--- config.mk ---
export PLATFORM = sky130hd
export DESIGN_NAME = gray_fifo_ptr
export DESIGN_NICKNAME = d
export VERILOG_FILES = /design/src/rtl/gray_fifo_ptr.sv
export SDC_FILE = /design/constraint.sdc
export NUM_CORES = 1
export LEC_CHECK = 0
export ABC_AREA = 1
export CAP_MARGIN = 20
export CORE_MARGIN = 2
export CORE_UTILIZATION = 50
export CTS_CLUSTER_SIZE = 24
export DETAILED_ROUTE_END_ITERATION = 10
export DONT_BUFFER_PORTS = 1
export GPL_TIMING_DRIVEN = 1
export PLACE_DENSITY = 0.66
export SYNTH_ARGS = -nofsm -noshare
export SYNTH_HDL_FRONTEND = slang
export SYNTH_SLANG_ARGS = --single-unit
export TNS_END_PERCENT = 10
--- constraint.sdc ---
create_clock -name CLK -period 2.4 [get_ports CLK]
set_clock_uncertainty 0.05 [all_clocks]
set_input_delay 0.24 -clock CLK [delete_from_list [all_inputs] [get_ports CLK]]
set_output_delay 0.24 -clock CLK [all_outputs]
set_load 0.1 [all_outputs]
--- src/rtl/gray_fifo_ptr.sv ---
// Gray-coded pointer for one side of an asynchronous FIFO. Registers the binary
// and Gray pointer, the full/empty flag and the occupancy against the other side's Gray pointer.
module gray_fifo_ptr #(
   parameter int unsigned ADDR_WIDTH = 3,
   parameter bit          MODE       = 1'b0
) (
   input  logic                  CLK,
   input  logic                  RST,
   input  logic                  inc,
   input  logic                  clr,
   input  logic [ADDR_WIDTH:0]   sync_gray_ptr,
   output logic [ADDR_WIDTH-1:0] addr,
   output logic [ADDR_WIDTH:0]   bin_ptr,
   output logic [ADDR_WIDTH:0]   gray_ptr,
   output logic                  flag,
   output logic [ADDR_WIDTH:0]   level
);

   logic                inc_eff;
   logic [ADDR_WIDTH:0] bin_next;
   logic [ADDR_WIDTH:0] gray_next;
   logic [ADDR_WIDTH:0] sync_bin;
   logic [ADDR_WIDTH:0] full_pat;
   logic [ADDR_WIDTH:0] level_next;
   logic                flag_next;

   always_comb begin
      inc_eff   = inc & ~flag;
      bin_next  = bin_ptr + {{ADDR_WIDTH{1'b0}}, inc_eff};
      gray_next = bin_next ^ (bin_next >> 1);
   end

   // Gray-to-binary: prefix XOR running down from the MSB.
   always_comb begin
      sync_bin             = '0;
      sync_bin[ADDR_WIDTH] = sync_gray_ptr[ADDR_WIDTH];
      for (int unsigned i = ADDR_WIDTH; i > 0; i--) begin
         sync_bin[i-1] = sync_bin[i] ^ sync_gray_ptr[i-1];
      end
   end

   // Full when our next pointer is exactly one lap ahead: Gray of (x + depth)
   // differs from Gray of x only in the two top bits.
   always_comb begin
      full_pat = {~sync_gray_ptr[ADDR_WIDTH:ADDR_WIDTH-1], sync_gray_ptr[ADDR_WIDTH-2:0]};
      if (MODE) begin
         flag_next  = (gray_next == sync_gray_ptr);
         level_next = sync_bin - bin_next;
      end else begin
         flag_next  = (gray_next == full_pat);
         level_next = bin_next - sync_bin;
      end
   end

   always_ff @(posedge CLK or posedge RST) begin
      if (RST) begin
         bin_ptr  <= '0;
         gray_ptr <= '0;
         level    <= '0;
         flag     <= MODE;
      end else if (clr) begin
         bin_ptr  <= '0;
         gray_ptr <= '0;
         level    <= '0;
         flag     <= MODE;
      end else begin
         bin_ptr  <= bin_next;
         gray_ptr <= gray_next;
         level    <= level_next;
         flag     <= flag_next;
      end
   end

   assign addr = bin_ptr[ADDR_WIDTH-1:0];

endmodule

==> summary.md <==
| Metric | Value |
|---|---|
| H-tree depth | `1` |
| Slew Limit Fails | `0` |
| Count of final setup violators | `0` |
| Hold-fix buffers, CTS | `2` |
| Max_cap viols | `0` |
| I/O Pins | `24` |
| Initial DRC Count | `19` |
| P&R area growth vs syn | `12.4%` |
| Synthesized area per cell | `roughly 7.7 um^2` |
| Yosys cell types | `15` |
| Inst Count DP | `approximately 120` |
| Clk buf depth | `2` |
| Outcome | `complete, no violations` |
| Vias after detailed routing | `618` |
| WL/cell | `about 11 um` |
| CTS Buf Count | `3` |
| Slowest stage cell, crit path | `dfrtp_2` |
| Crit-path cells | `nor2_1 -> ha_1 -> ha_1 -> inv_1 -> nand2_1 -> nand2_1 -> ha_1 -> a21oi_1 -> o21ai_0 -> nand2_1 -> nand2_1 -> nor2_1` |
| CTS tree | `built` |
| Tightest Pin Transition | `0.871 ns` |
| Tmin final | `2.11 ns` |
| CTS sink cnt | `12` |
| Total gr overflow | `0` |
| Share of cells above drive strength 1 | `16.2%` |
| Number of global-route vias before repair | `543` |
| Detailed-route wire length | `1390 um` |
| Postcts setup bufs | `0` |
| Final #Nets | `120` |
| DP HPWL | `1130 um` |
| DR WL met2 | `618 um` |
| Die area | `0.00185 mm^2` |
| Top layer in use | `met3` |
| Reg clk slew, reported paths | `approximately 0.08 ns` |
| Crit path DAT | `2.25 ns` |
| Cell repeated most along the worst path | `nand2_1` |
| Post-synthesis sequential area ratio | `39.5%` |
| Period utilization | `87.8%` |
| Die X | `around 43 um` |
| Fmax | `475 MHz` |
| Antenna violations before repair | `0` |
| Yosys warns | `0` |
| M1 WL | `between 600 and 700 um` |
| Vias per Instance | `5.11` |
| Filler cell count | `137` |
| CP top delay family | `adder cells` |
| Crit path buf inv count | `1` |
| DRT antenna net count | `0` |
| Seq cells post-synth | `12` |
| Hold Slack | `between 0.07 and 0.08 ns` |
| FP Rows | `14` |
| Combinational share of power | `26.7%` |
| Startpoint Class | `flip-flop` |
| Type of the worst setup path | `flip-flop to flip-flop` |
| Hold Path Class | `primary input to flip-flop` |
| Final Wtd Congestion | `0.868` |
| Drc violations | `0` |
| Post-Syn Area | `roughly 760 um^2` |
| CP Data Required Time | `2.54 ns` |
| Post-Route Utilization | `approximately 58%` |
| RSZ-0062 raised after global routing | `false` |
| Core area | `~0.0015 mm^2` |
| Die H | `between 40 and 50 um` |
| Sw Pwr | `370 uW` |
| Setup_tns | `0 ns` |
| Gr usage total | `about 17%` |
| Rel. slew slack | `42.0%` |
| Internal Power | `371 uW` |
| PwrDens | `869 mW/mm^2` |
| Post-synth net total | `112` |
| Critical Path Max Stage Delay | `0.40 ns` |
| First-pass GRT wire length | `2390 um` |
| Metal3 WL | `91 um` |
| Largest net degree at the start of global routing | `13` |
| Initial Utilization | `51.6%` |
| Worst VDD drop | `approximately 500 uV` |
| Root Buffer Master | `clkbuf_4` |
| CTS resizes | `0` |
| Switching part of the total | `49.9%` |
| Worst-Skew Late Latency | `0.26 ns` |
| CP max FO | `4` |
| Reg power frac | `between 50% and 60%` |
| Static leakage | `0.000472 uW` |
| First-pass DRT Iterations | `4` |
| Final Hold Fails | `0` |
| Mapped Cells | `98` |
| Clock Power Share | `a little over a fifth` |
| N_diodes | `0` |
| Setup crit end kind | `flip-flop` |
| # port buffers | `0` |
| Final Non-Filler Cells | `121` |
[cells in the final DEF (no fill, tap or decap), drive strengths merged]
cell         Yosys  routed
nand3           12      12
dlygate4sd3      0       2
xnor2            1       1
xor2             3       3
buf              4       6
o21ai            1       1
dfrtp           12      12
nand4            2       2
fa               1       1
ha               5       5
nand2           26      26
a21oi            4       4
clkbuf           1       4
inv             14      14
nor2            12      12
[worst paths after layout]
path	slack (ns)	depth (start not counted)	end	from
max reg2reg	0.29	12	level[3]	flag
max in group asynchronous	1.60	2	bin_ptr[1]	RST
min in group asynchronous	0.36	2	gray_ptr[1]	RST
min reg2reg	0.65	3	bin_ptr[0]	bin_ptr[0]
max	0.29	12	level[3]	flag
min	0.08	3	level[3]	clr
[power groups by stage]
stage | logic (uW) | clock network [uW] | registers [uW]
2_1_floorplan | 135 | 0 | 425
3_3_place_gp | 193 | 0 | 390
3_5_place_dp | 195 | 0 | 391
4_1_cts | 201 | 161 | 386
5_1_grt | 222 | 171 | 388
6_report | 198 | 157 | 386
[cell families (layout without fill, tap and decap cells)]
| logic type | count (synthesis) | count (layout) | synth area share (%) |
|---|---|---|---|
| AO/OA/AOI/OAI | 5 | 5 | 3.29 |
| adder cells (fa/ha/maj) | 6 | 6 | 10.9 |
| buffers and inverters | 19 | 26 | 11.4 |
| AND/OR/NAND/NOR | 52 | 52 | 28.3 |
| flip-flops | 12 | 12 | 39.5 |
| XOR/XNOR | 4 | 4 | 6.59 |
[routing by layer]
metal / GRT usage, % / up-vias
met3: 4.68 / 0
met2: 24.5 / 29
met1: 25.9 / 269
li1: - / 320
met5: 0 / -
met4: 5.45 / 0
[worst reg2reg max path: stages (launching register included)]
cell and delay (ns):
dfrtp_2 0.40, nor2_1 0.11, ha_1 0.22, ha_1 0.22, inv_1 0.07, nand2_1 0.05, nand2_1 0.09, ha_1 0.35
a21oi_1 0.14, o21ai_0 0.11, nand2_1 0.08, nand2_1 0.04, nor2_1 0.09
[stage by stage]
step                      total power [uW]  setup WS [ns]  area, um^2
after detailed placement               585          0.324         797
after floorplan                        560         0.0467         762
after global placement                 583          0.399         797
after CTS                              747          0.292         853
final                                  741          0.293         853
after global routing                   780         0.0688         853
[Yosys cell counts]
master	number	area share (%)
o21ai_0	1	0.66
xor2_1	2	2.3
xor2_2	1	2.1
inv_1	14	6.9
a21oi_1	4	2.6
xnor2_2	1	2.1
nand4_1	2	1.6
nand2_1	26	13
nand3_1	12	7.9
ha_1	5	8.2
fa_1	1	2.6
buf_4	4	4.0
clkbuf_1	1	0.49
nor2_1	12	5.9
dfrtp_1	12	40
[area by class of cell]
class | count | area [um^2] | share of cell area (%)
inverter | 14 | 52.6 | 6.16
clock buffer | 4 | 36.3 | 4.25
tap | 16 | 20.0 | 2.35
sequential | 12 | 307 | 35.9
multi-input combinational | 67 | 373 | 43.7
timing repair buffer | 8 | 65.1 | 7.62
[flip-flops by register name (all words and copies together) (netlist names)]
register,count
gray_ptr,3
flag,1
bin_ptr,4
level,4
Note: power is estimated with default switching activity, not from simulation.
